**src/rtl/serial_link_pkg.sv**
```systemverilog
// serial_link_pkg: shared link types, trainer state encoding and training pattern generator.
package serial_link_pkg;

    localparam int NumChannels      = 4;
    localparam int RawModeFifoDepth = 8;
    localparam int MaxDataWidth     = 64;

    typedef logic [7:0] phy_data_t;

    typedef enum logic [2:0] {
        Idle,
        Flush,
        Send,
        Recv,
        Drain,
        Exit
    } trainer_state_e;

    // Alternating 01/10 background per word index, with the upper index bits XORed in low.
    function automatic logic [MaxDataWidth-1:0] serial_link_train_pattern(input int unsigned k,
                                                                          input int unsigned w);
        logic [MaxDataWidth-1:0] p;
        logic [MaxDataWidth-1:0] s;
        p = '0;
        s = MaxDataWidth'(k >> 1);
        for (int i = 0; i < MaxDataWidth; i++) begin
            if (i < int'(w)) p[i] = (k[0] ? i[0] : ~i[0]) ^ s[i];
        end
        return p;
    endfunction

endpackage

```
**src/rtl/serial_link_raw_mode_trainer.sv**
```systemverilog
// serial_link_raw_mode_trainer: raw-mode link training sequencer that sends, reads back and
// qualifies a pattern burst on every channel and reports a per-channel good mask.
module serial_link_raw_mode_trainer
    import serial_link_pkg::*;
#(
    parameter int  NumChannels      = serial_link_pkg::NumChannels,
    parameter type phy_data_t       = serial_link_pkg::phy_data_t,
    parameter int  NumPatterns      = 8,
    parameter int  TimeoutCycles    = 1024,
    parameter int  RawModeFifoDepth = serial_link_pkg::RawModeFifoDepth,
    localparam int W  = $bits(phy_data_t),
    localparam int CW = (NumChannels > 1) ? $clog2(NumChannels) : 1,
    localparam int FW = $clog2(RawModeFifoDepth)
) (
    input  logic                   clk_i,
    input  logic                   rst_i,
    input  logic                   start_i,
    output logic                   busy_o,
    output logic                   done_o,
    output logic [NumChannels-1:0] chan_good_o,
    output logic                   cfg_raw_mode_en_o,
    output logic                   cfg_flow_control_fifo_clear_o,
    output logic                   cfg_raw_mode_out_data_fifo_clear_o,
    output logic [NumChannels-1:0] cfg_raw_mode_out_ch_mask_o,
    output logic                   cfg_raw_mode_out_en_o,
    output logic [W-1:0]           cfg_raw_mode_out_data_o,
    output logic                   cfg_raw_mode_out_data_valid_o,
    input  logic                   cfg_raw_mode_out_data_fifo_is_full_i,
    input  logic [FW-1:0]          cfg_raw_mode_out_data_fifo_fill_state_i,
    output logic [CW-1:0]          cfg_raw_mode_in_ch_sel_o,
    output logic                   cfg_raw_mode_in_data_ready_o,
    input  logic [W-1:0]           cfg_raw_mode_in_data_i,
    input  logic [NumChannels-1:0] cfg_raw_mode_in_data_valid_i
);

    localparam int KW = $clog2(NumPatterns);
    localparam int TW = $clog2(TimeoutCycles + 1);

    trainer_state_e         state_q, state_d;
    logic [KW-1:0]          k_q, k_d;
    logic [CW-1:0]          ch_q, ch_d;
    logic [TW-1:0]          tcnt_q, tcnt_d;
    logic [NumChannels-1:0] to_q, to_d;
    logic [NumChannels-1:0] good_q, good_d;
    logic                   adv;
    logic                   last_k, last_ch, tmo;
    logic [TW-1:0]          tcnt_inc;
    logic [W-1:0]           pat_q, pat_d;
    logic                   tx_d;

    logic                   busy_q, done_q, raw_en_q, flow_clr_q, out_clr_q, out_en_q;
    logic                   valid_q, ready_q;
    logic [NumChannels-1:0] mask_q;
    logic [W-1:0]           data_q;
    logic [CW-1:0]          sel_q;

    assign last_k   = k_q == KW'(NumPatterns - 1);
    assign last_ch  = ch_q == CW'(NumChannels - 1);
    assign tmo      = tcnt_q == TW'(TimeoutCycles - 1);
    assign tcnt_inc = (tcnt_q == TW'(TimeoutCycles)) ? tcnt_q : tcnt_q + 1'b1;
    assign pat_q    = W'(serial_link_train_pattern(32'(k_q), W));
    assign pat_d    = W'(serial_link_train_pattern(32'(k_d), W));
    assign tx_d     = state_d inside {Send, Recv, Drain};

    always_comb begin
        state_d = state_q;
        k_d     = k_q;
        ch_d    = ch_q;
        tcnt_d  = tcnt_q;
        to_d    = to_q;
        good_d  = good_q;
        adv     = 1'b0;
        case (state_q)
            Idle: begin
                if (start_i) begin
                    good_d  = '1;
                    to_d    = '0;
                    state_d = Flush;
                end
            end
            Flush: begin
                k_d     = '0;
                state_d = Send;
            end
            Send: begin
                if (!cfg_raw_mode_out_data_fifo_is_full_i) begin
                    k_d = last_k ? '0 : k_q + 1'b1;
                    if (last_k) begin
                        ch_d    = '0;
                        tcnt_d  = '0;
                        state_d = Recv;
                    end
                end
            end
            Recv: begin
                if (to_q[ch_q]) begin
                    adv = 1'b1;
                end else if (cfg_raw_mode_in_data_valid_i[ch_q]) begin
                    if (cfg_raw_mode_in_data_i != pat_q) good_d[ch_q] = 1'b0;
                    adv = 1'b1;
                end else if (tmo) begin
                    to_d[ch_q]   = 1'b1;
                    good_d[ch_q] = 1'b0;
                    adv          = 1'b1;
                end else begin
                    tcnt_d = tcnt_inc;
                end
                if (adv) begin
                    tcnt_d = '0;
                    ch_d   = last_ch ? '0 : ch_q + 1'b1;
                    if (last_ch) begin
                        k_d     = last_k ? '0 : k_q + 1'b1;
                        state_d = last_k ? Drain : Recv;
                    end
                end
            end
            Drain: begin
                if (cfg_raw_mode_out_data_fifo_fill_state_i == '0 &&
                    !cfg_raw_mode_out_data_fifo_is_full_i) begin
                    state_d = Exit;
                end else if (tmo) begin
                    good_d  = '0;
                    state_d = Exit;
                end else begin
                    tcnt_d = tcnt_inc;
                end
            end
            Exit:    state_d = Idle;
            default: state_d = Idle;
        endcase
    end

    // Outputs are registered from the next state so they line up with the state they describe.
    always_ff @(posedge clk_i) begin
        if (rst_i) begin
            state_q    <= Idle;
            k_q        <= '0;
            ch_q       <= '0;
            tcnt_q     <= '0;
            to_q       <= '0;
            good_q     <= '0;
            busy_q     <= 1'b0;
            done_q     <= 1'b0;
            raw_en_q   <= 1'b0;
            flow_clr_q <= 1'b0;
            out_clr_q  <= 1'b0;
            mask_q     <= '0;
            out_en_q   <= 1'b0;
            data_q     <= '0;
            valid_q    <= 1'b0;
            sel_q      <= '0;
            ready_q    <= 1'b0;
        end else begin
            state_q    <= state_d;
            k_q        <= k_d;
            ch_q       <= ch_d;
            tcnt_q     <= tcnt_d;
            to_q       <= to_d;
            good_q     <= good_d;
            busy_q     <= state_d != Idle;
            done_q     <= state_d == Exit;
            raw_en_q   <= state_d inside {Flush, Send, Recv, Drain};
            flow_clr_q <= state_d == Exit;
            out_clr_q  <= state_d == Flush;
            mask_q     <= tx_d ? '1 : '0;
            out_en_q   <= tx_d;
            data_q     <= (state_d == Send) ? pat_d : '0;
            valid_q    <= state_d == Send;
            sel_q      <= (state_d == Recv) ? ch_d : '0;
            ready_q    <= state_d == Recv && !to_d[ch_d];
        end
    end

    assign busy_o                             = busy_q;
    assign done_o                             = done_q;
    assign chan_good_o                        = good_q;
    assign cfg_raw_mode_en_o                  = raw_en_q;
    assign cfg_flow_control_fifo_clear_o      = flow_clr_q;
    assign cfg_raw_mode_out_data_fifo_clear_o = out_clr_q;
    assign cfg_raw_mode_out_ch_mask_o         = mask_q;
    assign cfg_raw_mode_out_en_o              = out_en_q;
    assign cfg_raw_mode_out_data_o            = data_q;
    assign cfg_raw_mode_out_data_valid_o      = valid_q;
    assign cfg_raw_mode_in_ch_sel_o           = sel_q;
    assign cfg_raw_mode_in_data_ready_o       = ready_q;

endmodule
```
**config.mk**
```make
export PLATFORM = sky130hd
export DESIGN_NAME = serial_link_raw_mode_trainer
export DESIGN_NICKNAME = d
export VERILOG_FILES = /design/src/rtl/serial_link_pkg.sv /design/src/rtl/serial_link_raw_mode_trainer.sv
export SDC_FILE = /design/constraint.sdc
export NUM_CORES = 1
export LEC_CHECK = 0
export ABC_CLOCK_PERIOD_IN_PS = 2300
export CAP_MARGIN = 20
export CELL_PAD_IN_SITES_DETAIL_PLACEMENT = 2
export CELL_PAD_IN_SITES_GLOBAL_PLACEMENT = 2
export CORE_MARGIN = 1.5
export CORE_UTILIZATION = 27
export DETAILED_ROUTE_END_ITERATION = 6
export PLACE_DENSITY_LB_ADDON = 0.15
export SYNTH_ARGS = -nofsm -noshare
export SYNTH_HDL_FRONTEND = slang
export SYNTH_SLANG_ARGS = --single-unit
```
**constraint.sdc**
```tcl
create_clock -name clk_i -period 2.3 [get_ports clk_i]
set_input_delay 0.345 -clock clk_i [delete_from_list [all_inputs] [get_ports clk_i]]
set_output_delay 0.345 -clock clk_i [all_outputs]
set_load 0.005 [all_outputs]
```
==> reports/results.ini, run 1 <==
[global_route]
antenna_found_initial = 0
grt_pass1_wl_um = 11100
grt_max_degree = 16
grt_pass1_vias = 2229
grtUsageTotal = 0.169
use_met2 = 0.292
overflow = 0
met1_usage = 0.215
grtUsageMet3 = 0.0282
grt_busiest_layer = met2

[route]
antenna_left = 0
drt_iter0_markers = 51
firstDrtPassIters = 4
vias_per_cell = 4.76
drt_wl_total_um = 6990
drcViolationCount = 0
routedWlPerCell_um = 16.2
vias = 2050

[cts]
clock_path_buffers = 2
cts_made_buffers = 5
cts_tree = done
hold_buffers = 0
clkLatencyLatePin_ns = 0.29
cts-root-buf = clkbuf_8
path_clk_slew_ns = 0.08
cts.sinks = 40
ctsHtreeMaxLevel = 2

[finish]
stdcell_count = 431
area_growth_pct = 49.7
fin_nets = 356
layout_common_cells = buf_4, clkdlybuf4s50_1, dfxtp_1
fillers = 851
final_common_cell = buf_4
n_antenna_cell = 0
drive_gt1_frac = 0.292

[outcome]
outcome = complete, no violations

[pwr]
vdd_ir_drop_max_mv = 0.230
p_per_area_mw_per_mm2 = 479
p_leak_uw = 0.00121
total_power_uw = 1520

[synth]
synth_seq_cells = 40
yosysSeqAreaShare = 0.378
synth_compound_area_frac = 0.163
yosysUniqueCellTypes = 49
synth_edf_count = 0
synth_fa_ha_area_frac = 0.0472
async_reset_ff_frac = 0
synthCells = 242
synth_top_family_by_area = simple AND/OR/NAND/NOR gates
synth_area_per_cell_um2 = 8.76
synth_area_mm2 = 0.00212
synth_xor_xnor_area_share = 0.0454
yosys.area_share.simple = 0.260
ys.flop_type = dfxtp_1
syn-num-nets = 269
synth_warnings = 0
muxShareOfSynthArea = 0.0472

[placed_design]
gp_congestion = 0.805
dp_cells = 418
dp_slack_ns = -0.242
port_buffers = 44
dpl.hpwl_um = 5380

[timing]
fin_ws_ns = 0.0452
slew_headroom = 0.691
fin_setup_tns_ns = 0
slew_violations = 0
setup_viol_count_final = 0
grt_setup_unrepaired = yes
worst_pin_slew_ns = 0.463
fmax_mhz = 444
fin_skew_ns = 0.00545
finalHoldViolCount = 0
finalCritPeriodShare = 0.980
min_period_ns = 2.25

[worst_setup_path]
worstPathRequired_ns = 2.49
crit_path_start_kind = flip-flop
r2r.worst_path.cells = 9
cp_max_fo = 2
r2r_start = k_q[0]
reg2reg_to = cfg_raw_mode_en_o
critical_path.endpoint_type = flip-flop
startpoint = k_q[0]
worstSetupPathType = flip-flop to flip-flop
r2r_slack_ns = 0.05
crit_arrival_ns = 2.44
cp-endpoint = cfg_raw_mode_en_o

[die]
rows = 32
ios = 45
die_h_um = 91.6
die-area_mm2 = 0.00840
start_util = 0.277
core_area_mm2 = 0.00765
die_width_um = 91.6

[job]
max-cap-violations = 0

[hold_path]
hp-class = flip-flop to flip-flop

## worst max-delay path, cell delays in order (launching register included)
cell and delay [ns]:
dfxtp_1 0.33, ha_1 0.20, ha_2 0.18, nor2b_2 0.16
o21ai_2 0.22, a31oi_2 0.08, a2111oi_4 0.38, nor2_2 0.10
or3_4 0.38, nor2b_4 0.13
## registers in the layout (all words and copies together) (netlist names), 2 cells and up
name	flops
ch_q	2
tcnt_q	11
cfg_raw_mode_in_ch_sel_o	2
k_q	3
cfg_raw_mode_out_data_o	4
chan_good_o	4
state_q	3
to_q	4
## how the worst min path moves through the flow
stage,startpoint,endpoint,slack (ns),cells after the start
after floorplan,rst_i,state_q[0],0.42,1
after global placement,chan_good_o[1],chan_good_o[1],0.48,2
after detailed placement,chan_good_o[1],chan_good_o[1],0.48,2
after CTS,chan_good_o[1],chan_good_o[1],0.50,2
after global routing,chan_good_o[0],chan_good_o[0],0.53,2
final,chan_good_o[2],chan_good_o[2],0.50,2
## where the power goes
part	switching [uW]	internal, uW	total, uW
registers	20.3	720	740
clock network	245	207	452
logic	143	185	328
total	408	1110	1520
## synth_stat cells, types with 3 or more instances
master / number / share of area
clkbuf_1: 6 / 0.011
buf_4: 9 / 0.032
nor2b_1: 8 / 0.024
a211oi_1: 5 / 0.018
a31oi_1: 3 / 0.0089
dfxtp_1: 40 / 0.38
o21ai_0: 5 / 0.012
mux2i_1: 4 / 0.019
ha_1: 8 / 0.047
nor4_1: 4 / 0.012
xor2_1: 8 / 0.033
nor3_1: 6 / 0.014
a21oi_1: 11 / 0.026
nand2_1: 17 / 0.030
nand4_1: 5 / 0.015
or3_1: 3 / 0.0089
o21a_1: 5 / 0.018
nand3_1: 8 / 0.019
o21ai_1: 4 / 0.0094
nand2b_1: 5 / 0.015
inv_1: 6 / 0.011
and3_1: 3 / 0.0089
and2_1: 3 / 0.0089
xnor2_1: 3 / 0.012
nor2_1: 33 / 0.058
## final cells by class
cell class,count,area (um^2),share of cell area
clock inverters,1,5.00,0.00158
flip-flops and latches,40,818,0.258
multi-input cells,178,1280,0.404
inverters,6,22.5,0.00709
clock buffers,6,72.6,0.0229
well taps,102,128,0.0402
repair buffers,98,846,0.266
## repair_timing
action | CTS | global route
resized for setup | 6 | 21
pin swaps | 0 | 8
setup buffers | 0 | 6
endpoints found under the setup margin | 5 | 7
hold endpoints to repair | 0 | 0
gates cloned | 0 | 0
## metal layers
layer  vias to the layer above  part of all wire  routed length, um
met1                       987              0.47               3320
met3                         5             0.034                239
met2                        34              0.48               3350
met4                         0             0.012                 82
met5                         -                 0                  0
li1                       1024                 -                  -
## metrics by stage
stage	utilization	instance area, um^2	hold slack, ns
after floorplan	-	2130	0.424
after global placement	0.387	2960	0.477
after detailed placement	0.387	2960	0.484
after CTS	0.401	3060	0.500
after global routing	0.415	3180	0.527
final	0.415	3180	0.496
## cell families (layout without fill, tap and decap cells)
logic type / after synthesis / after routing
flops: 40 / 40
buf+inv: 24 / 111
mux: 7 / 7
fa+ha+maj: 8 / 8
xor+xnor: 11 / 11
simple gates: 105 / 105
compound gates: 47 / 47
Note: power is estimated with default switching activity, not from simulation.
==> run 2, diff against run 1 <==
- CAP_MARGIN: 20 -> 40
==> results of run 2 <==
Final layout, timing and power as in run 1 (identical DEF).
==> run 3, diff against run 2 <==
- SETUP_SLACK_MARGIN: not set -> 0.15
==> run 3 against run 2 <==
  * The flow now finishes with violations (setup timing)
  * Critical path type unchanged
  * Clock power is 9.7% higher
  * Combinational power up 6%
  * Flip-flop and latch count stayed put
  * Design area up 3.6%
  * Wire length grew 16%
  * Critical endpoint unchanged
==> reports/results.ini, run 3 (synthesized netlist as in run 1, its figures left out) <==
[outcome]
outcome = complete, but fails checks
violations = setup timing

[route]
vias_per_cell = 4.97
antenna_left = 0
routedWlPerCell_um = 18.8
drt_iter0_markers = 54
firstDrtPassIters = 4
drt_wl_total_um = 8130
drcViolationCount = 0
vias = 2152

[placed_design]
dp_slack_ns = -0.245
post_dp_cell_area_mm2 = 0.00293
dp_cells = 414
dpl.hpwl_um = 5580
port_buffers = 44
gp_congestion = 0.802

[timing]
slew_headroom = 0.677
slew_violations = 0
fin_skew_ns = 0.00661
finalCritPeriodShare = 1.03
fin_ws_ns = -0.0593
fmax_mhz = 424
grt_setup_unrepaired = yes
setup_viol_count_final = 1
min_period_ns = 2.36
finalHoldViolCount = 0
worst_pin_slew_ns = 0.483
fin_setup_tns_ns = -0.0593

[worst_setup_path]
critical_path.endpoint_type = flip-flop
cp_max_fo = 4
crit_path_start_kind = flip-flop
worstPathRequired_ns = 2.50
worstSetupPathType = flip-flop to flip-flop
crit_arrival_ns = 2.56

[cts]
cts-root-buf = clkbuf_8
ctsHtreeMaxLevel = 2
clkLatencyLatePin_ns = 0.30
cts_tree = done
cts_made_buffers = 5
path_clk_slew_ns = 0.08
clock_path_buffers = 2
cts.sinks = 40

[finish]
fillers = 838
final_common_cell = buf_4
layout_common_cells = buf_4, clkdlybuf4s50_1, dfxtp_1
fin_nets = 357
n_antenna_cell = 0
drive_gt1_frac = 0.344
largest_register_ffs = 11
stdcell_area_mm2 = 0.00329
regMostFlops = tcnt_q
stdcell_count = 433
area_growth_pct = 55.2

[die]
core_area_mm2 = 0.00765
die_width_um = 91.6
ios = 45
start_util = 0.277
die_h_um = 91.6
rows = 32
die-area_mm2 = 0.00840

[pwr]
vdd_ir_drop_max_mv = 0.170
p_leak_uw = 0.00127
p_per_area_mw_per_mm2 = 481

[global_route]
grt_pass1_vias = 2319
grtUsageTotal = 0.181
grt_max_degree = 12
overflow = 0
grt_pass1_wl_um = 11800
antenna_found_initial = 0

[job]
max-cap-violations = 0

[hold_path]
hp-class = flip-flop to flip-flop

==> run 3: cell count changes in the layout (fill, tap and decap cells not counted), moves of 3 or more <==
cell	previous run	this run
clkdlybuf4s50_1	44	40
dlygate4sd2_1	0	4
buf_4	54	51
buf_6	0	3
nor2_2	1	4
nor3_1	6	3
==> run 3: area by class of cell <==
| cell class | instances | area [um^2] | area share |
|---|---|---|---|
| multi-input cells | 178 | 1360 | 0.412 |
| repair buffers | 99 | 872 | 0.265 |
| well taps | 102 | 128 | 0.0388 |
| flip-flops and latches | 40 | 821 | 0.249 |
| clock buffers | 8 | 90.1 | 0.0274 |
| inverters | 6 | 25.0 | 0.00760 |
==> run 3: worst max-delay path, cell delays in order, from the launching register on <==
cell,delay (ns)
dfxtp_1,0.37
nand4_1,0.19
buf_4,0.20
nor4_4,0.30
buf_4,0.21
o21ai_4,0.09
buf_6,0.15
o21a_4,0.23
or3_4,0.36
nor2b_1,0.15
==> run 3: per-stage QoR <==
stage | hold WS (ns) | utilization | total power, uW
floorplan | 0.424 | - | 901
global placement | 0.478 | 0.384 | 1060
detailed placement | 0.487 | 0.384 | 1070
CTS | 0.504 | 0.402 | 1570
global route | 0.524 | 0.430 | 1660
finish | 0.501 | 0.430 | 1580
==> run 3: power breakdown <==
group	internal, uW	leakage [uW]	switching [uW]
clock network	245	0.0000455	251
logic	183	0.000892	164
registers	720	0.000331	19.3
==> run 3: layer usage <==
metal / track usage / part of all wire
met4: 0.0664 / 0.016
met3: 0.0357 / 0.037
met5: 0 / 0
met2: 0.299 / 0.51
met1: 0.233 / 0.44
==> run 3: timing repair <==
item | 4_1_cts | 5_1_grt
buffers inserted | 2 | 9
resized for setup | 13 | 39
pin swaps | 10 | 22
setup endpoints to repair | 25 | 29
hold buffers | 0 | 0
==> run 3: path summary, 6_finish.rpt <==
| path | from | end | slack (ns) | cells past startpoint |
|---|---|---|---|---|
| setup / recovery | tcnt_q[6] | cfg_raw_mode_en_o | -0.06 | 9 |
| hold / removal | to_q[2] | to_q[2] | 0.50 | 2 |
| setup reg to reg | tcnt_q[6] | cfg_raw_mode_en_o | -0.06 | 9 |
| hold reg to reg | to_q[2] | to_q[2] | 0.50 | 2 |
